<file path="src/rtl/sequenciador_pkg.sv">
// Shared definitions for the note sequencer: state codes, rest code default
// and the RAM entry width helper.
package sequenciador_pkg;

  localparam logic [2:0] EST_OCIOSO       = 3'd0;
  localparam logic [2:0] EST_GRAVA_ESPERA = 3'd1;
  localparam logic [2:0] EST_GRAVA_NOTA   = 3'd2;
  localparam logic [2:0] EST_GRAVA_PAUSA  = 3'd3;
  localparam logic [2:0] EST_TOCA_LE      = 3'd4;
  localparam logic [2:0] EST_TOCA_CARREGA = 3'd5;
  localparam logic [2:0] EST_TOCA_NOTA    = 3'd6;

  typedef enum logic [2:0] {
    OCIOSO       = EST_OCIOSO,
    GRAVA_ESPERA = EST_GRAVA_ESPERA,
    GRAVA_NOTA   = EST_GRAVA_NOTA,
    GRAVA_PAUSA  = EST_GRAVA_PAUSA,
    TOCA_LE      = EST_TOCA_LE,
    TOCA_CARREGA = EST_TOCA_CARREGA,
    TOCA_NOTA    = EST_TOCA_NOTA
  } estado_t;

  // Rest code is all-ones; the top slices this to its note width.
  localparam logic [31:0] PAUSA_UNS = '1;

  function automatic int largura_entrada(input int nota_w, input int tempo_w);
    return nota_w + tempo_w;
  endfunction

endpackage

</file>
<file path="src/rtl/ram_sequencia_nxw.sv">
// Single-port synchronous RAM holding {note, duration} entries; read data is
// registered, so it is valid one cycle after the address is presented.
module ram_sequencia_nxw #(
  parameter int PROF = 256,
  parameter int LARG = 8
) (
  input  logic                    clock,
  input  logic                    we_i,
  input  logic [$clog2(PROF)-1:0] addr_i,
  input  logic [LARG-1:0]         wdata_i,
  output logic [LARG-1:0]         rdata_o
);

  logic [LARG-1:0] mem_q [PROF];

  always_ff @(posedge clock) begin
    if (we_i) mem_q[addr_i] <= wdata_i;
    rdata_o <= mem_q[addr_i];
  end

endmodule

</file>
<file path="src/rtl/sequenciador_notas.sv">
// Note recorder/player: captures {note, ticks} entries (rests included) from
// live key events and replays them against the metronome tick, once or looped.
module sequenciador_notas
  import sequenciador_pkg::*;
#(
  parameter int                NUM_NOTAS  = 256,
  parameter int                NOTA_W     = 4,
  parameter int                TEMPO_W    = 4,
  parameter logic [NOTA_W-1:0] NOTA_PAUSA = PAUSA_UNS[NOTA_W-1:0]
) (
  input  logic                        clock,
  input  logic                        reset,
  input  logic                        tick,
  input  logic [NOTA_W-1:0]           nota_in,
  input  logic                        nota_ativa,
  input  logic                        grava_inicia,
  input  logic                        toca_inicia,
  input  logic                        para,
  input  logic                        loop,
  output logic [NOTA_W-1:0]           nota_out,
  output logic                        nota_out_valida,
  output logic                        gravando,
  output logic                        tocando,
  output logic                        cheio,
  output logic                        fim_reproducao,
  output logic [$clog2(NUM_NOTAS):0]  comprimento,
  output logic [2:0]                  db_estado
);

  localparam int                 AW   = $clog2(NUM_NOTAS);
  localparam int                 EW   = largura_entrada(NOTA_W, TEMPO_W);
  localparam logic [TEMPO_W-1:0] DMAX = '1;

  estado_t             estado_q;
  logic [AW-1:0]       addr_q;
  logic [AW:0]         comp_q;
  logic                cheio_q, loop_q, valida_q, fim_q;
  logic [NOTA_W-1:0]   nota_q, nota_out_q;
  logic [TEMPO_W-1:0]  dc_q, cnt_q;

  logic                fecha_nota, fecha_pausa, ram_we, ultimo, tem_prox;
  logic [EW-1:0]       ram_wdata, ram_rdata;
  logic [TEMPO_W-1:0]  dc_d;
  logic [AW-1:0]       addr_d;
  logic [NOTA_W-1:0]   rd_nota;
  logic [TEMPO_W-1:0]  rd_tempo;

  ram_sequencia_nxw #(.PROF(NUM_NOTAS), .LARG(EW)) u_ram (
    .clock   (clock),
    .we_i    (ram_we),
    .addr_i  (addr_q),
    .wdata_i (ram_wdata),
    .rdata_o (ram_rdata)
  );

  assign rd_nota  = ram_rdata[EW-1:TEMPO_W];
  assign rd_tempo = ram_rdata[TEMPO_W-1:0];

  always_comb begin
    dc_d        = (dc_q == DMAX) ? dc_q : dc_q + TEMPO_W'(1);
    addr_d      = addr_q + AW'(1);
    ultimo      = (addr_q == AW'(NUM_NOTAS - 1));
    tem_prox    = ({1'b0, addr_q} + (AW+1)'(1)) < comp_q;
    // A held note is closed by release, a note change or a stop command.
    fecha_nota  = (estado_q == GRAVA_NOTA) && (para || !nota_ativa || (nota_in != nota_q));
    fecha_pausa = (estado_q == GRAVA_PAUSA) && !para && nota_ativa && (dc_q != '0);
    ram_we      = fecha_nota || fecha_pausa;
    ram_wdata   = fecha_nota ? {nota_q, (dc_q == '0) ? TEMPO_W'(1) : dc_q}
                             : {NOTA_PAUSA, dc_q};
  end

  always_ff @(posedge clock) begin
    if (reset) begin
      estado_q   <= OCIOSO;
      addr_q     <= '0;
      comp_q     <= '0;
      cheio_q    <= 1'b0;
      loop_q     <= 1'b0;
      valida_q   <= 1'b0;
      fim_q      <= 1'b0;
      nota_q     <= '0;
      nota_out_q <= '0;
      dc_q       <= '0;
      cnt_q      <= '0;
    end else begin
      fim_q <= 1'b0;
      if (ram_we) begin
        addr_q <= addr_d;
        comp_q <= comp_q + (AW+1)'(1);
        if (ultimo) cheio_q <= 1'b1;
      end
      case (estado_q)
        OCIOSO: begin
          if (para) begin
            estado_q <= OCIOSO;
          end else if (grava_inicia) begin
            comp_q   <= '0;
            cheio_q  <= 1'b0;
            addr_q   <= '0;
            estado_q <= GRAVA_ESPERA;
          end else if (toca_inicia) begin
            if (comp_q == '0) begin
              fim_q <= 1'b1;
            end else begin
              loop_q   <= loop;
              addr_q   <= '0;
              estado_q <= TOCA_LE;
            end
          end
        end
        GRAVA_ESPERA: begin
          if (para) begin
            estado_q <= OCIOSO;
          end else if (nota_ativa) begin
            nota_q   <= nota_in;
            dc_q     <= '0;
            estado_q <= GRAVA_NOTA;
          end
        end
        GRAVA_NOTA: begin
          if (fecha_nota && (para || ultimo)) begin
            estado_q <= OCIOSO;
          end else if (!nota_ativa) begin
            dc_q     <= '0;
            estado_q <= GRAVA_PAUSA;
          end else if (nota_in != nota_q) begin
            nota_q <= nota_in;
            dc_q   <= '0;
          end else if (tick) begin
            dc_q <= dc_d;
          end
        end
        GRAVA_PAUSA: begin
          if (para) begin
            estado_q <= OCIOSO;
          end else if (nota_ativa) begin
            if (fecha_pausa && ultimo) begin
              estado_q <= OCIOSO;
            end else begin
              nota_q   <= nota_in;
              dc_q     <= '0;
              estado_q <= GRAVA_NOTA;
            end
          end else if (tick) begin
            dc_q <= dc_d;
          end
        end
        TOCA_LE: begin
          if (para) begin
            valida_q <= 1'b0;
            estado_q <= OCIOSO;
          end else begin
            estado_q <= TOCA_CARREGA;
          end
        end
        TOCA_CARREGA: begin
          if (para) begin
            valida_q <= 1'b0;
            estado_q <= OCIOSO;
          end else begin
            cnt_q      <= rd_tempo;
            nota_out_q <= rd_nota;
            valida_q   <= (rd_nota != NOTA_PAUSA);
            estado_q   <= TOCA_NOTA;
          end
        end
        TOCA_NOTA: begin
          if (para) begin
            valida_q <= 1'b0;
            estado_q <= OCIOSO;
          end else if (tick) begin
            if (cnt_q <= TEMPO_W'(1)) begin
              if (tem_prox) begin
                addr_q   <= addr_d;
                estado_q <= TOCA_LE;
              end else if (loop_q) begin
                addr_q   <= '0;
                estado_q <= TOCA_LE;
              end else begin
                valida_q <= 1'b0;
                fim_q    <= 1'b1;
                estado_q <= OCIOSO;
              end
            end else begin
              cnt_q <= cnt_q - TEMPO_W'(1);
            end
          end
        end
        default: estado_q <= OCIOSO;
      endcase
    end
  end

  assign nota_out        = nota_out_q;
  assign nota_out_valida = valida_q;
  assign cheio           = cheio_q;
  assign fim_reproducao  = fim_q;
  assign comprimento     = comp_q;
  assign db_estado       = estado_q;
  assign gravando        = (estado_q == GRAVA_ESPERA) || (estado_q == GRAVA_NOTA) ||
                           (estado_q == GRAVA_PAUSA);
  assign tocando         = (estado_q == TOCA_LE) || (estado_q == TOCA_CARREGA) ||
                           (estado_q == TOCA_NOTA);

endmodule

</file>
<file path="config.mk">
export PLATFORM = sky130hd
export DESIGN_NAME = sequenciador_notas
export DESIGN_NICKNAME = d
export VERILOG_FILES = /design/src/rtl/sequenciador_pkg.sv /design/src/rtl/ram_sequencia_nxw.sv /design/src/rtl/sequenciador_notas.sv
export SDC_FILE = /design/constraint.sdc
export NUM_CORES = 2
export LEC_CHECK = 0
export BUFFER_PORTS_ARGS = -buffer_cell sky130_fd_sc_hd__buf_2
export CAP_MARGIN = 40
export CORE_MARGIN = 4
export CORE_UTILIZATION = 28
export CTS_CLUSTER_DIAMETER = 80
export CTS_CLUSTER_SIZE = 40
export DETAILED_ROUTE_END_ITERATION = 10
export SLEW_MARGIN = 20
export SYNTH_ARGS = -nofsm -noshare
export SYNTH_HDL_FRONTEND = slang
export SYNTH_HIERARCHICAL = 1
export SYNTH_SLANG_ARGS = --single-unit
</file>
<file path="constraint.sdc">
create_clock -name clock -period 13.2 [get_ports clock]
set_clock_uncertainty 0.05 [all_clocks]
set_input_delay 0.66 -clock clock [delete_from_list [all_inputs] [get_ports clock]]
set_output_delay 0.66 -clock clock [all_outputs]
set_load 0.005 [all_outputs]
</file>
# Word-level counts from Yosys, hierarchy flattened
# Memories as Yosys holds them, arrays and structs flattened. A register that Yosys moved wholly into a read port is not among the register bits.
# Index checks and enable logic that the tools add are counted.
totals:
  ram_bits: 2048
  inputBits: 12
  out_inout_bits: 21
  memories: 1
  wordCells: 171
  register_bits: 40
op_classes:
  bitwise: 3
  n_eq_ne: 33
  order_cmp: 2
  reduce_logical: 30
  add_sub_neg: 5
  muxes: 86
memory_table:
  columns: ["name", "depth", "width", "rd", "rd_clocked_by_memory_dff", "wr", "line_no", "text"]
  rows:
  - ["u_ram.mem_q", 256, 8, 1, 1, 1, "ram_sequencia_nxw.sv:14", "logic [LARG-1:0] mem_q [PROF];"]
op_table:
  columns: ["operator", "n"]
  rows:
  - ["$mux 4", 23]
  - ["$mux 8", 11]
  - ["$mux 3", 17]
  - ["$mux 9", 4]
  - ["$ne 2x2->1 const B", 13]
  - ["$ne 3x3->1 const B", 8]
  - ["$pmux 4 s3", 2]
  - ["$mux 1", 23]
  - ["$pmux 3 s7", 1]
  - ["$pmux 8 s2", 1]
  - ["$ne 4x4->1 const B", 3]
  - ["$reduce_and 6->1", 2]
  - ["$reduce_and 5->1", 2]
  - ["$add 8x1->9 const B", 1]
  - ["$add 9x1->9 const B", 1]
  - ["$eq 3x3->1 const B", 3]
  - ["$logic_not 9->1", 1]
  - ["$lt 9x9->1", 1]
  - ["$reduce_and 9->1", 1]
  - ["$add 8x1->8 const B", 1]
  - ["$eq 8x8->1 const B", 1]
  - ["$logic_or 1x1->1", 8]
  - ["$pmux 4 s2", 1]
  - ["$reduce_and 7->1", 1]
  - ["other kinds (19)", 29]

# Depth between registers and ports, before layout
logic_depth:
  depth_word: 12
  depth_mapped: 11
  depth_no_buf: 11

# Hierarchy
# Netlist, hierarchy kept.
by_module_without_submodules:
  columns: ["mod", "seq_area_each_um2", "area_per_inst_um2", "n_inst", "cells_per_inst"]
  rows:
  - ["ram_sequencia_nxw", 61659.1, 78492.8, 1, 3547]
  - ["sequenciador_notas", 800.8, 2602.5, 1, 323]

# Worst setup path before layout
# OpenSTA, ideal clock, no wires.
synth_path:
  kind: "register -> register"
  start: "reg estado_q[1], in the netlist db_estado[1]"
  end: "mem u_ram.mem_q[0][1] (data pin)"
  required_ns: 11.421
  path_stages_with_launch: 4
  n_path_buf: 1
  setup_time_ns: 1.729
  arrival_ns: 8.361
  path_slack_ns: 3.060
  period_less_slack_ns: 10.140
  path_cell_list: "dfxtp_1 > buf_4 > nor3b_2 > a31oi_1"
synth_between:
  elab_chain_cells: 3
synth_rtl:
  columns: ["item", "line_no", "text"]
  rows:
  - ["start, declared", "sequenciador_notas.sv:34", "estado_t estado_q;"]
  - ["start signal, assigned", "sequenciador_notas.sv:74", "estado_q <= OCIOSO;"]
  - ["start signal, assigned", "sequenciador_notas.sv:95", "estado_q <= OCIOSO;"]
  - ["start signal, assigned", "sequenciador_notas.sv:100", "estado_q <= GRAVA_ESPERA;"]
  - ["$eq 3x2->1", "sequenciador_notas.sv:65", "fecha_nota = (estado_q == GRAVA_NOTA) && (para || !nota_ativa || (nota_in != nota_q));"]
  - ["$logic_and 1x1->1", "sequenciador_notas.sv:65", null]
  - ["$mux 8", "sequenciador_notas.sv:68", "ram_wdata = fecha_nota ? {nota_q, (dc_q == '0) ? TEMPO_W'(1) : dc_q}"]
  - ["via ram_wdata[1]", "sequenciador_notas.sv:42", "logic [EW-1:0] ram_wdata, ram_rdata;"]
  - ["end, declared", "ram_sequencia_nxw.sv:14", null]
# The timed path passes the listed nets, and every way through them passes these cells.

==> run summary <==
Footprint of the multi-input gates: 17600 um2
Final Cycle Share: 0.391
Mapped Cells: 3870
WL met2: 93600 um
Critical path class: reg2reg
Port Buffers: 32
Register Area: 62500 um2
I/O pin cnt: 33
GPL Wtd Cong: 0.796
Most frequent cells in the layout: edfxtp_1, mux4_2, nor2_1
R2r setup slk: 8.04 ns
Worst EP required: 13.80 ns
Reg-to-Reg End: u_ram/rdata_o[1]
Initial core utilization: 0.281
Final Hold Fails: 0
Core ar.: 288000 um2
Post-Layout Cell Count: 7907
Worst reg2reg path depth: 11
Final-report max-slew violation count: 0
Proportion of layout cells with a drive suffix above 1: 0.256
Status: completed
CP Capture Type: flip-flop
Total setup buffers inserted after CTS: 0
#FFs+latches synth: 2096
Post-route DRC: 0
H-tree depth: 3
Vias/cell: 5.05
Die span in y: 546 um
Via count: 39900
Dpl hpwl: 123000 um
Vias in the first global route: 39500
Crit path launch: addr_q[0]
Worst skew pair latency: 0.81 ns
Number of distinct library cells after synthesis: 60
Warnings from Yosys: 6
Total power: 12.7 mW
Maxcap violations: 0
Max clock buf depth: 3
Die area: 298000 um2
Maximum number of pins on one net before global-route repair: 177
Synth async-reset ratio: 0
Least-Margin Pin Slew: 0.991 ns
Routed wl met3: 15900 um
Worst Hold Class: in2reg
Gr usage total: 0.129
Crit-path max FO: 76
R2r startpoint: addr_q[0]
Primary FF master, synth: edfxtp_1
DR pass1 iterations: 6
Power Density: 138 nW/um2
DRT Wirelength: 198000 um
CP arrival: 5.76 ns
Number of synthesized flops with an enable pin: 2048
Headroom to the max-slew limit: 0.340
Area of the mapped netlist: 81100 um2
Worst VDD drop: 0.102 mV
Placed insts: 7630
Area growth, synth to finish: 13.1%
Sequential area share after synthesis: 0.770
First-pass GRT wire length: 287000 um
Commonest non-fill, non-tap cell in the layout: edfxtp_1
Rows: 197
CTS clk-pin slew, worst paths: 0.11 ns
Die width: 546 um
Post-DR wirelength/cell: 25.1 um
Worst setup path end: u_ram/rdata_o[1]
Gr ovfl total: 0
TritonCTS clock tree: built
Final critical-path required period: 5.16 ns
RSZ-0062 raised after global routing: false
Fmax achieved: 194 MHz
Post-Syn Nets: 3897
DRT met1 WL: 83800 um
Top sig layer: met4
Lkg Pwr: 27.5 nW
Post-CTS Resized: 0
Setup TNS Final: 0 ns
Final ANT Viol Nets: 0
CTS buffer count: 102
Antenna violations before repair: 2
# nets final: 4062
Layout fillers: 27100
Initial detailed-routing violation count: 4691
Clock root cell: clkbuf_16
Hold Buf Count CTS: 0
Setup crit start kind: flip-flop
Clk sink count: 2096
Final setup vio count: 0
Mapped Avg Cell Area: 21.0 um2
## sequential cells by signal (all words and copies together), names as in the netlist
register and count:
addr_q 8, nota_out 4, loop_q 1, dc_q 4, nota_out_valida 1, cnt_q 4
u_ram/rdata_o 8, cheio 1, db_estado 3, fim_reproducao 1, u_ram/mem_q 2048, comprimento 9
nota_q 4
## kinds of logic (layout without fill, tap and decap cells)
| kind of cell | count (synthesis) | in the layout | synth area share |
|---|---|---|---|
| AO/OA/AOI/OAI | 496 | 496 | 0.0417 |
| XOR/XNOR | 15 | 15 | 0.00162 |
| adder cells (fa/ha/maj) | 15 | 15 | 0.00231 |
| buffers and inverters | 266 | 520 | 0.0153 |
| flip-flops | 2096 | 2096 | 0.770 |
| multiplexers | 523 | 523 | 0.144 |
| other | 0 | 2 | 0 |
| AND/OR/NAND/NOR | 459 | 459 | 0.0253 |
## per-layer routing
layer  vias up  global-route usage
met1     21600               0.184
met2      1634               0.202
met3       215              0.0225
met4         0              0.0336
met5         -                   0
li1      16500                   -
## power breakdown
part / total, mW / switching [mW] / internal (mW)
combinational: 1.17 / 0.664 / 0.503
sequential: 7.44 / 0.0410 / 7.40
clock: 4.07 / 2.33 / 1.74
## how the worst min path moves through the flow
stage                     cells past startpoint              from  slack [ns]        to
after global placement                        2             cheio        0.43     cheio
after global routing                          3              loop        0.09    loop_q
after detailed placement                      2             cheio        0.42     cheio
final                                         3              loop        0.09    loop_q
after CTS                                     3              loop        0.02    loop_q
after floorplan                               2  u_ram/rdata_o[0]        0.38  cnt_q[0]
## final cells by class
class	instances	area share
repair buffers	307	0.0321
well taps	3781	0.0516
diodes	2	0.0000546
flip-flops and latches	2096	0.681
inverters	20	0.000873
clock inverters	85	0.0138
multi-input cells	1508	0.192
clock buffers	108	0.0285
## metrics by stage
stage                     hold slack [ns]   util  setup WS [ns]  instance area (um2)
after floorplan                     0.383      -           3.06                81100
after global placement              0.429  0.298           7.12                85900
after detailed placement            0.416  0.302           7.34                87000
after CTS                          0.0246  0.315           7.27                90900
after global routing               0.0862  0.318           7.50                91700
final                              0.0901  0.318           8.04                91700
## critical path, stage by stage, from the launching register on
cell	delay, ns
dfxtp_4	0.55
buf_12	0.43
buf_4	0.31
buf_16	0.27
buf_4	0.47
buf_16	0.28
buf_4	0.60
mux4_2	0.58
a22oi_1	0.33
a21oi_1	0.20
o41ai_1	0.59
nand4_1	0.15
## Yosys cell counts, types with 4 or more instances
cell type	count	share of area
nand2_1	56	0.0026
nand4_1	16	0.0012
a21boi_0	5	0.00046
a21oi_1	153	0.0094
nor4_1	4	0.00031
inv_1	19	0.00088
o41ai_1	32	0.0035
nand2b_1	13	0.0010
a22oi_1	257	0.024
nand3_1	24	0.0015
nor3_1	34	0.0021
xnor2_1	13	0.0014
a31oi_1	5	0.00039
o21ai_0	12	0.00074
buf_2	39	0.0024
a22o_1	4	0.00043
clkbuf_1	154	0.0071
nor2b_1	9	0.00069
buf_4	17	0.0016
ha_1	15	0.0023
buf_6	17	0.0024
dfxtp_1	48	0.012
edfxtp_1	2048	0.76
mux4_2	512	0.14
and2_1	5	0.00039
a211oi_1	9	0.00083
or2_2	8	0.00062
mux2i_1	11	0.0014
nor2_1	265	0.012
buf_1	19	0.00088
and3_1	5	0.00039
Power figures use the tool's default switching activity.
